### src/rtl/instr_sequencer_pkg.sv
// Shared definitions for the instruction sequencer and the downstream ALU/register-file stage.
package instr_sequencer_pkg;

    localparam int unsigned INSTR_W  = 22;
    localparam int unsigned DATA_W   = 8;
    localparam int unsigned REG_W    = 3;
    localparam int unsigned OP_W     = 2;

    // Instruction word: [21] halt, [20:19] opcode, [18:16] dest, [15:8] A, [7:0] B
    localparam int unsigned HALT_BIT = 21;
    localparam int unsigned OP_HI    = 20;
    localparam int unsigned OP_LO    = 19;
    localparam int unsigned DEST_HI  = 18;
    localparam int unsigned DEST_LO  = 16;
    localparam int unsigned A_HI     = 15;
    localparam int unsigned A_LO     = 8;
    localparam int unsigned B_HI     = 7;
    localparam int unsigned B_LO     = 0;

    typedef enum logic [1:0] {
        ALU_ADD = 2'b00,
        ALU_SUB = 2'b01,
        ALU_AND = 2'b10,
        ALU_OR  = 2'b11
    } alu_op_t;

    typedef enum logic [2:0] {
        ST_IDLE  = 3'd0,
        ST_FETCH = 3'd1,
        ST_EXEC  = 3'd2,
        ST_WRITE = 3'd3,
        ST_DONE  = 3'd4
    } state_t;

endpackage

### src/rtl/instr_sequencer_mem.sv
// Program memory: synchronous write, combinational read, contents never reset.
module instr_mem
    import instr_sequencer_pkg::*;
#(
    parameter int unsigned DEPTH = 16,
    parameter int unsigned AW    = $clog2(DEPTH)
) (
    input  logic               clk,
    input  logic               i_we,
    input  logic [AW-1:0]      i_waddr,
    input  logic [INSTR_W-1:0] i_wdata,
    input  logic [AW-1:0]      i_raddr,
    output logic [INSTR_W-1:0] o_rdata
);

    logic [INSTR_W-1:0] r_mem [DEPTH];

    always_ff @(posedge clk) begin
        if (i_we) begin
            r_mem[i_waddr] <= i_wdata;
        end
    end

    assign o_rdata = r_mem[i_raddr];

endmodule

### src/rtl/instr_sequencer.sv
// Steps through a small program, issuing one ALU/register-file operation every three cycles.
module instr_sequencer
    import instr_sequencer_pkg::*;
#(
    parameter int unsigned DEPTH = 16,
    parameter int unsigned AW    = $clog2(DEPTH)
) (
    input  logic               clk,
    input  logic               rst_n,
    input  logic               prog_we,
    input  logic [AW-1:0]      prog_addr,
    input  logic [INSTR_W-1:0] prog_data,
    input  logic               start,
    input  logic               hold,
    output logic [OP_W-1:0]    opcode,
    output logic [DATA_W-1:0]  A,
    output logic [DATA_W-1:0]  B,
    output logic [REG_W-1:0]   write_reg,
    output logic               write_enable,
    output logic [REG_W-1:0]   read_reg,
    output logic               busy,
    output logic               done,
    output logic [AW-1:0]      pc
);

    localparam logic [AW-1:0] LAST_PC = AW'(DEPTH - 1);

    state_t             r_state, w_state_nxt;
    logic [AW-1:0]      r_pc, w_pc_nxt;
    logic [INSTR_W-1:0] r_ir, w_ir_nxt;
    logic               r_we, w_we_nxt;
    logic [REG_W-1:0]   r_read_reg, w_read_reg_nxt;
    logic               r_busy, w_busy_nxt;
    logic               r_done, w_done_nxt;
    logic [INSTR_W-1:0] w_mem_rdata;
    logic               w_mem_we;

    assign w_mem_we = prog_we && (r_state == ST_IDLE);

    instr_mem #(
        .DEPTH (DEPTH),
        .AW    (AW)
    ) u_mem (
        .clk     (clk),
        .i_we    (w_mem_we),
        .i_waddr (prog_addr),
        .i_wdata (prog_data),
        .i_raddr (r_pc),
        .o_rdata (w_mem_rdata)
    );

    always_ff @(posedge clk or negedge rst_n) begin
        if (!rst_n) begin
            r_state    <= ST_IDLE;
            r_pc       <= '0;
            r_ir       <= '0;
            r_we       <= 1'b0;
            r_read_reg <= '0;
            r_busy     <= 1'b0;
            r_done     <= 1'b0;
        end else begin
            r_state    <= w_state_nxt;
            r_pc       <= w_pc_nxt;
            r_ir       <= w_ir_nxt;
            r_we       <= w_we_nxt;
            r_read_reg <= w_read_reg_nxt;
            r_busy     <= w_busy_nxt;
            r_done     <= w_done_nxt;
        end
    end

    always_comb begin
        w_state_nxt    = r_state;
        w_pc_nxt       = r_pc;
        w_ir_nxt       = r_ir;
        w_we_nxt       = 1'b0;
        w_read_reg_nxt = r_read_reg;
        if (hold) begin
            // Keep the pending write alive so it reappears once hold drops
            w_we_nxt = r_we;
        end else begin
            case (r_state)
                ST_IDLE: begin
                    if (start) begin
                        w_state_nxt = ST_FETCH;
                        w_pc_nxt    = '0;
                    end
                end
                ST_FETCH: begin
                    w_ir_nxt    = w_mem_rdata;
                    w_state_nxt = ST_EXEC;
                end
                ST_EXEC: begin
                    w_we_nxt    = 1'b1;
                    w_state_nxt = ST_WRITE;
                end
                ST_WRITE: begin
                    w_read_reg_nxt = r_ir[DEST_HI:DEST_LO];
                    if (r_ir[HALT_BIT] || (r_pc == LAST_PC)) begin
                        w_state_nxt = ST_DONE;
                    end else begin
                        w_pc_nxt    = r_pc + AW'(1);
                        w_state_nxt = ST_FETCH;
                    end
                end
                ST_DONE: begin
                    w_state_nxt = ST_IDLE;
                end
                default: begin
                    w_state_nxt = ST_IDLE;
                end
            endcase
        end
        w_busy_nxt = (w_state_nxt == ST_FETCH) || (w_state_nxt == ST_EXEC) ||
                     (w_state_nxt == ST_WRITE);
        w_done_nxt = (w_state_nxt == ST_DONE);
    end

    assign opcode       = r_ir[OP_HI:OP_LO];
    assign A            = r_ir[A_HI:A_LO];
    assign B            = r_ir[B_HI:B_LO];
    assign write_reg    = r_ir[DEST_HI:DEST_LO];
    // hold suppresses the strobe within the same cycle
    assign write_enable = r_we & ~hold;
    assign read_reg     = r_read_reg;
    assign busy         = r_busy;
    assign done         = r_done;
    assign pc           = r_pc;

endmodule

### config.mk
export PLATFORM = sky130hd
export DESIGN_NAME = instr_sequencer
export DESIGN_NICKNAME = d
export VERILOG_FILES = /design/src/rtl/instr_sequencer_pkg.sv /design/src/rtl/instr_sequencer_mem.sv /design/src/rtl/instr_sequencer.sv
export SDC_FILE = /design/constraint.sdc
export NUM_CORES = 1
export LEC_CHECK = 0
export ABC_AREA = 1
export CAP_MARGIN = 10
export CELL_PAD_IN_SITES_DETAIL_PLACEMENT = 1
export CELL_PAD_IN_SITES_GLOBAL_PLACEMENT = 1
export CORE_ASPECT_RATIO = 2
export CORE_MARGIN = 2
export CORE_UTILIZATION = 30
export CTS_CLUSTER_SIZE = 8
export DETAILED_ROUTE_END_ITERATION = 8
export GPL_ROUTABILITY_DRIVEN = 0
export GPL_TIMING_DRIVEN = 1
export PLACE_DENSITY_LB_ADDON = 0.08
export SYNTH_ARGS = -nofsm -noshare
export SYNTH_HDL_FRONTEND = slang
export SYNTH_SLANG_ARGS = --single-unit
### constraint.sdc
create_clock -name clk -period 4.22 [get_ports clk]
set_clock_uncertainty 0.15 [all_clocks]
set_input_delay 0.633 -clock clk [delete_from_list [all_inputs] [get_ports clk]]
set_output_delay 0.633 -clock clk [all_outputs]
set_load 0.01 [all_outputs]
Yosys cells after proc, flatten, opt, wreduce, memory -nomap -nowiden
Memory sizes are Yosys's and may differ from the RTL's. A register that Yosys moved wholly into a read port is not among the register bits.
Cells that the tools add are included.

storage, ports and cells
  register bits = 13
  RAM bits = 352
  memories kept = 1
  word-level logic and storage cells = 40
  output and inout port bits = 31

memories
  name         words  bits a word  rd ports  clocked after Yosys merged registers in  wr ports  RTL line                   source
  u_mem.r_mem  16     22           1         1                                        1         instr_sequencer_mem.sv:16  logic [INSTR_W-1:0] r_mem [DEPTH];

operators by class
  bitwise logic cells = 2
  multiplexer cells = 10
  add/subtract/negate cells = 1
  reduce and logical (&&, ||, !) cells = 10
  equal/unequal tests = 10

operator list
  cell                   count
  $eq A3 B2 Y1 const B   4
  $pmux W3 S4            1
  $mux W3                3
  $mux W4                2
  $pmux W4 S2            1
  $eq A3 B1 Y1 const B   2
  $add A4 B1 Y4 const B  1
  $eq A4 B4 Y1 const B   1
  $ne A2 B2 Y1 const B   2
  $reduce_and A2 Y1      2
  $reduce_and A4 Y1      1
  $eq A3 B3 Y1 const B   1
  $logic_not A3 Y1       1
  $logic_or A1 B1 Y1     3
  $mux W1                3
  $reduce_bool A2 Y1     1
  $and A1 B1 Y1          1
  $logic_and A1 B1 Y1    1
  $logic_not A1 Y1       1
  $not A1 Y1             1

Longest topological paths before layout
Gate-level depths: netlist of the first run.

  depth after elaboration = 8
  mapped depth = 12
  gate-level depth less buffers = 9

Hierarchy
Synthesis of the first run repeated with hierarchy kept, for this count alone.

unflattened totals
  cells, all modules = 1595
  area total of the unflattened synthesis = 16889.9 um^2

modules (own cells, without submodules)
  module           seq. area each (um^2)  times used  cells each  area an instance (um^2)
  instr_mem        10570.1                1           1444        15209.6
  instr_sequencer  875.8                  1           151         1680.4

Worst setup path before layout of the first run
OpenSTA, ideal clock, no wires.

  kind = input port to flip-flop
  start point = in prog_we
  end point = mem u_mem.r_mem[11][0] (enable)
  cell stages on the path = 4
  arrival time = 2.204 ns
  library setup time = 0.401 ns
  path slack = 1.465 ns
  cells stage by stage = inv_1 nor4_1 nand3_1 nor2_1

between the ends
  cells in the longest elaborated chain, start to end = 3

RTL lines
  element                        RTL line                   source
  start: declaration             instr_sequencer.sv:10      input logic prog_we,
  $logic_and A1 B1 Y1            instr_sequencer.sv:38      assign w_mem_we = prog_we && (r_state == ST_IDLE);
  $mux W1                        instr_sequencer_mem.sv:19  if (i_we) begin
  $mux W1 (not written as such)  instr_sequencer_mem.sv:20  r_mem[i_waddr] <= i_wdata;
  end: declaration               instr_sequencer_mem.sv:16

No other way between the ends.

Worst setup path after layout of the first run
  start point = reg r_pc[0], in the netlist pc[0]
  end point = out pc[0]

RTL lines
  element                   RTL line               source
  start: declaration        instr_sequencer.sv:29  logic [AW-1:0] r_pc, w_pc_nxt;
  start signal: assignment  instr_sequencer.sv:63  r_pc <= w_pc_nxt;
  end: declaration          instr_sequencer.sv:23  output logic [AW-1:0] pc

No word-level cell between the ends.

==> impl_results.md, run 1 <==
- Outcome: completed
- Hold Path Class: in2async
- Worst-path fanout max: between 40 and 50
- Total track usage: 18.42%
- Layout cells sized above 1: around 7.2%
- Yosys cell types: 26
- Critical-path cell list: buf_4 -> clkdlybuf4s50_1
- Asr flop ratio synth: between 9 and 10%
- Area growth, synth to finish: 17.11%
- Initial antenna violation count: 0
- RSZ-0062 raised after global routing: no
- Adder-Cell Fraction of Synth Area: less than 1%
- Core Util, Final: between 30% and 40%
- R2R depth: 9
- Drt wl/cell: 21.21 um
- Yosys reg bits: 387
- Layout Nets: roughly 1700
- H-tree Lvls: 2
- Core Area: around 55000 sq um
- Worst r2r src: pc[1]
- Peak supply drop: around 0.00029 V
- CP Launch Type: flop
- Die area: 57950 sq um
- Count leader, synth: nand2_1
- Mux contribution to synthesized area: 0%
- Top_reg_cell synth: edfxtp_1
- Ports: between 60 and 70
- Syn Inst Count: roughly 1600
- Highest clock rate: approximately 330 MHz
- Die width: roughly 170 um
- Yosys warning count: 0
- Most frequent cells after synthesis: 556 x nand2_1, 352 x edfxtp_1, 280 x inv_1, 274 x nand3_1, 35 x dfrtp_1
- First-pass GRT wire length: 77.89 mm
- Worst setup endpoint: pc[0]
- EDFF count, synth: about 350
- Synth area leaders: edfxtp_1 63%, nand2_1 12%, nand3_1 8.2%, inv_1 6.3%, dfrtp_1 5.2%
- Synth Area in Compound Gates: less than 1%
- # Max-Cap Violations: 0
- Max clock buf depth: 3
- Largest net degree at the start of global routing: between 80 and 90
- Max FFs per register: between 300 and 400
- Final ANT Viol Nets: 0
- Root buffer cell: clkbuf_16
- Critical path origin: pc[0]
- Post-Synth XOR/XNOR Area: less than 1%
- Sink Count: a little under 400
- Hold Vio Cnt, Final: 0
- DRT iter0 DRCs: 678
- Port Buffer Count: 61
- CTS resizes: 0
- Starting density of the core: 30.37%
- Sum Neg Setup Slack: 0 ps
- Min Hold Slack: 42.11 ps
- CTS Buf Count: 54
- Post-detail-place hpwl: 32.20 mm
- Sequential area share after synthesis: between 60% and 70%
- Max Slew Vio Count: 0
- Post-CTS Setup Inserts: 0
- WP data required: approximately 3400 ps
- Final period util: between 70% and 80%
- Clock transition at the registers of the reported paths: about 60 ps
- R2r setup slk: roughly 1400 ps
- Vias: 11260
- Mapped Nets: approximately 1700
- Crit path DAT: roughly 2300 ps
- Site Rows: around 120
- Final setup viols: 0
- Crit Path Class: reg2out
- Setup crit end kind: output port
- Syn_area_per_cell: a little over 10 sq um
- Reg-to-Reg End: pc[3]
- PwrDens: approximately 600 nW/um^2
- Cts-stage hold buffer count: 0
- Share of the synthesized area in the top cell type: a little over three fifths
- Gr ovfl total: 0
- Vias/cell: 4.571
- Largest stage delay, worst path: 660 ps
- Area leader, netlist: edfxtp_1
- Number of global-route vias before repair: approximately 12000
- Worst-Skew Late Latency: roughly 600 ps
- Most flop-heavy register: u_mem.r_mem
- Post-Route WL: approximately 52 mm
- Max transition margin: 22.17%
- Ant. Diodes: 0
- Slowest cell on crit path: clkdlybuf4s50_1
- Post-Syn Area: ~17000 sq um
- Pre-antenna DRT Iters: 4
- Largest family of logic cells by synthesized area: simple AND/OR/NAND/NOR gates
- Slew @ Worst Pin: ~1200 ps
- Die H: ~340 um
- CTS tree: yes
- Pleak: ~8.3 nW
- Minimum clock period: around 3000 ps
- Synth Area in Simple Gates: between 20% and 30%
- Residual DRC: 0
[worst min-delay path by stage]
stage,endpoint,slack (ps),depth (start not counted)
CTS,r_ir[21],50,1
global placement,read_reg[1],310,2
floorplan,busy,190,0
detailed placement,read_reg[0],320,2
global route,r_ir[21],90,1
finish,r_ir[21],40,1
[power by group]
| part | internal (mW) | switching [mW] |
|---|---|---|
| logic | 1.01 | 2.47 |
| registers | 4.41 | 0.151 |
| clock network | 2.31 | 1.62 |
| total | 7.73 | 4.24 |
[cell usage in the layout (no fill, tap or decap), types with 2 or more instances in the layout]
master,n
buf_12,4
o21ai_0,2
inv_2,2
nor2_4,16
buf_4,36
clkbuf_1,21
clkbuf_16,54
nor2_1,5
nand2_1,556
inv_6,3
dfrtp_1,32
clkdlybuf4s50_1,60
dfrtp_4,2
inv_1,280
nand3_1,274
a21oi_1,4
edfxtp_1,352
[per-layer routing]
metal	vias to the layer above	wire length, um	global-route usage [%]
met5	-	0	0
met4	0	1165	5.120
met3	70	1271	1.973
met2	153	28030	34.28
met1	5699	21750	22.09
li1	5333	-	-
[area by class of cell]
| type | instances | area, sq um |
|---|---|---|
| flip-flops and latches | 387 | 11450 |
| multi-input cells | 867 | 3765 |
| well taps | 744 | 930.9 |
| fillers | 6225 | 35610 |
| clock buffers | 75 | 1430 |
| inverters | 284 | 1072 |
| clock inverters | 4 | 41.29 |
| repair buffers | 101 | 955.9 |
[logic make-up (layout without fill, tap and decap cells)]
group                      count (synthesis)  in the layout
and+or+nand+nor                          856            856
DFF                                      387            387
buffers and inverters                    382            464
AOI/OAI and AO/OA                          9              9
adders and majority gates                  1              1
xor gates and xnor gates                   1              1
[metrics by stage]
stage	setup slack [ps]	power [mW]	area [sq um]	instances
final	1184	11.97	19650	2462
after global routing	1078	12.66	19650	2462
after CTS	1114	12.20	19650	2462
after detailed placement	1210	8.204	18180	2383
after global placement	1177	8.194	18180	2383
after floorplan	1465	6.827	16780	1636
[worst max-delay path: cells and delay by family, from the launching register on]
kind	cells	cell delay [ps]
buffers and inverters	2	1160
flip-flops	1	470
Note: power is estimated with default switching activity, not from simulation.
==> inputs of run 2 (changes only) <==
- clock period: 4.22 -> 2.95 ns (I/O delays scaled with it)
==> run 2 against run 1 <==
Final area is 2.6% higher. Sequential power rose by 42%. First-iteration DRC count is 15% lower. Critical endpoint is now pc[1]. Sequential share of layout area down 1.5 points. Largest power group unchanged. Critical path type unchanged.
==> impl_results.md, run 2 (same netlist as run 1, synthesis figures left out) <==
- Outcome: completed (unchanged)
- Root buffer cell: clkbuf_16 (unchanged)
- Placed cells: 2411 (was 2383)
- Core Util, Final: 36.47% (was 35.56%)
- Sequential fraction of design power: 37.5% (was 38.1%)
- Initial antenna violation count: 0 (unchanged)
- Post-Route WL: 49.04 mm (was 52.22 mm)
- Commonest cells after routing, fill and taps aside: 556 x nand2_1, 352 x edfxtp_1, 280 x inv_1, 274 x nand3_1, 60 x clkdlybuf4s50_1 (unchanged)
- Pleak: 8.505 nW (was 8.260 nW)
- Starting density of the core: 30.37% (unchanged)
- Critical-path cell list: buf_4 -> clkdlybuf4s50_1 (unchanged)
- Post-CTS Setup Inserts: 0 (unchanged)
- Switching power: 5.789 mW (was 4.241 mW)
- CP Launch Type: flop (unchanged)
- Max Slew Vio Count: 0 (unchanged)
- Highest clock rate: 375.9 MHz
- H-tree Lvls: 2 (unchanged)
- Largest net degree at the start of global routing: 90 (was 81)
- Drt wl/cell: 19.67 um (was 21.21 um)
- Gr ovfl total: 0 (unchanged)
- Area growth, synth to finish: 20.11% (was 17.11%)
- Power share of the combinational group: 28.8% (was 29.0%)
- WP data required: 2360 ps (was 3440 ps)
- Worst-Skew Late Latency: 580 ps (was 590 ps)
- Wire length on met3: 1.340 mm (was 1.271 mm)
- # Max-Cap Violations: 0 (unchanged)
- Fin cells: 2493 (was 2462)
- Final period util: between 90 and 100%
- Vias: 11190 (was 11260)
- RSZ-0062 raised after global routing: no (unchanged)
- Setup crit end kind: output port (unchanged)
- Ports: 62 (unchanged)
- Met1 WL: 20.32 mm (was 21.75 mm)
- Port Buffer Count: 61 (unchanged)
- CP Buf/Inv Count: 2 (unchanged)
- Peak supply drop: 0.0004197 V (was 0.0002886 V)
- Die width: 171.2 um (unchanged)
- DRT iter0 DRCs: 579 (was 678)
- Internal cell power: 11.43 mW (was 7.727 mW)
- Die area: 57950 sq um (unchanged)
- Pwr Total: 17.22 mW (was 11.97 mW)
- Max clock buf depth: 3 (unchanged)
- Hold Path Class: reg2reg (was in2async)
- Hold Vio Cnt, Final: 0 (unchanged)
- Pre-antenna DRT Iters: 4 (unchanged)
- CTS resizes: 0 (unchanged)
- Commonest non-fill, non-tap cell in the layout: nand2_1 (unchanged)
- Layout Nets: 1756 (was 1727)
- Residual DRC: 0 (unchanged)
- Minimum clock period: 2660 ps
- Total track usage: 17.38% (was 18.42%)
- Ant. Diodes: 0 (unchanged)
- Largest stage delay, worst path: 640 ps (was 660 ps)
- Routed wl met2: 26.08 mm (was 28.03 mm)
- Max Used Layer: met4 (unchanged)
- Site Rows: 122 (unchanged)
- First-pass GRT wire length: 74.28 mm (was 77.89 mm)
- Final ANT Viol Nets: 0 (unchanged)
- Cts-stage hold buffer count: 1 (was 0)
- Vias/cell: 4.488 (was 4.571)
- Sum Neg Setup Slack: 0 ps (unchanged)
- Core Area: 55260 sq um (unchanged)
- CTS tree: yes (unchanged)
- Delay-heaviest family, CP: buffers and inverters (unchanged)
- Crit Path Class: reg2out (unchanged)
- Switch share: 33.62% (was 35.44%)
- Max transition margin: 44.37% (was 22.17%)
- Worst-path fanout max: 38 (was 46)
- Clock Power Share: 33.7% (was 32.9%)
- Die H: 338.5 um (unchanged)
- PwrDens: 854.3 nW/um^2 (was 609.1 nW/um^2)
- Layout cells sized above 1: 8.691% (was 7.218%)
- Max FFs per register: 352 (unchanged)
- Post-detail-place hpwl: 31.09 mm (was 32.20 mm)
- Slew @ Worst Pin: 834.5 ps (was 1167 ps)
- Final setup viols: 0 (unchanged)
- Sink Count: 387 (unchanged)
- Clock transition at the registers of the reported paths: 60 ps (about the same)
- Crit path DAT: 2070 ps (was 2250 ps)
- CTS Buf Count: 54 (unchanged)
- Slowest cell on crit path: clkdlybuf4s50_1 (unchanged)
- Most flop-heavy register: u_mem.r_mem (unchanged)
- Number of global-route vias before repair: 12050 (was 12080)
run 2: final timing paths:
path	startpoint	to	slack (ps)	cells after the start
worst min-delay path	r_ir[2]	r_ir[2]	320	2
worst min register to register	r_ir[2]	r_ir[2]	320	2
worst max-delay path	pc[1]	pc[1]	290	2
worst max register to register	r_state[2]	u_mem.r_mem[6][9]	490	5
max in group asynchronous	rst_n	pc[0]	1680	2
min in group asynchronous	rst_n	r_ir[20]	350	2
run 2: worst register-to-register path, stage by stage (launching register included):
cell and delay, ps:
dfrtp_1 440, nor4_1 600, buf_4 240, nand2_1 230
nor2_4 190, buf_4 270
run 2: per-layer routing:
metal	up-vias	global-route usage (%)
li1	5393	-
met1	5567	20.74
met2	163	31.87
met3	65	2.160
met4	0	5.632
met5	-	0
run 2: area by class of cell:
class / instances / area (sq um)
Clock buffer: 80 / 1513
Inverter: 284 / 1072
Timing Repair Buffer: 130 / 1389
Fill cell: 6216 / 35100
Clock inverter: 1 / 30.03
Tap cell: 744 / 930.9
Multi-Input combinational cell: 867 / 3765
Sequential cell: 387 / 11450
run 2: power by group through the flow:
stage | combinational (mW) | clock (mW) | sequential [mW]
2_1_floorplan | 3.23 | 0 | 6.53
3_3_place_gp | 5.08 | 0 | 6.56
3_5_place_dp | 5.11 | 0 | 6.57
4_1_cts | 5.14 | 5.99 | 6.46
5_1_grt | 5.62 | 6.17 | 6.49
6_report | 4.96 | 5.80 | 6.46
run 2: through the flow:
step                hold WS [ps]  setup slack, ps  instance area (sq um)
global route               349.2            135.5                  20150
detailed placement         314.4            177.5                  18600
CTS                        329.1            198.3                  20150
global placement           306.9            128.9                  18600
finish                     321.3            289.7                  20150
floorplan                 -3.091            338.0                  16780
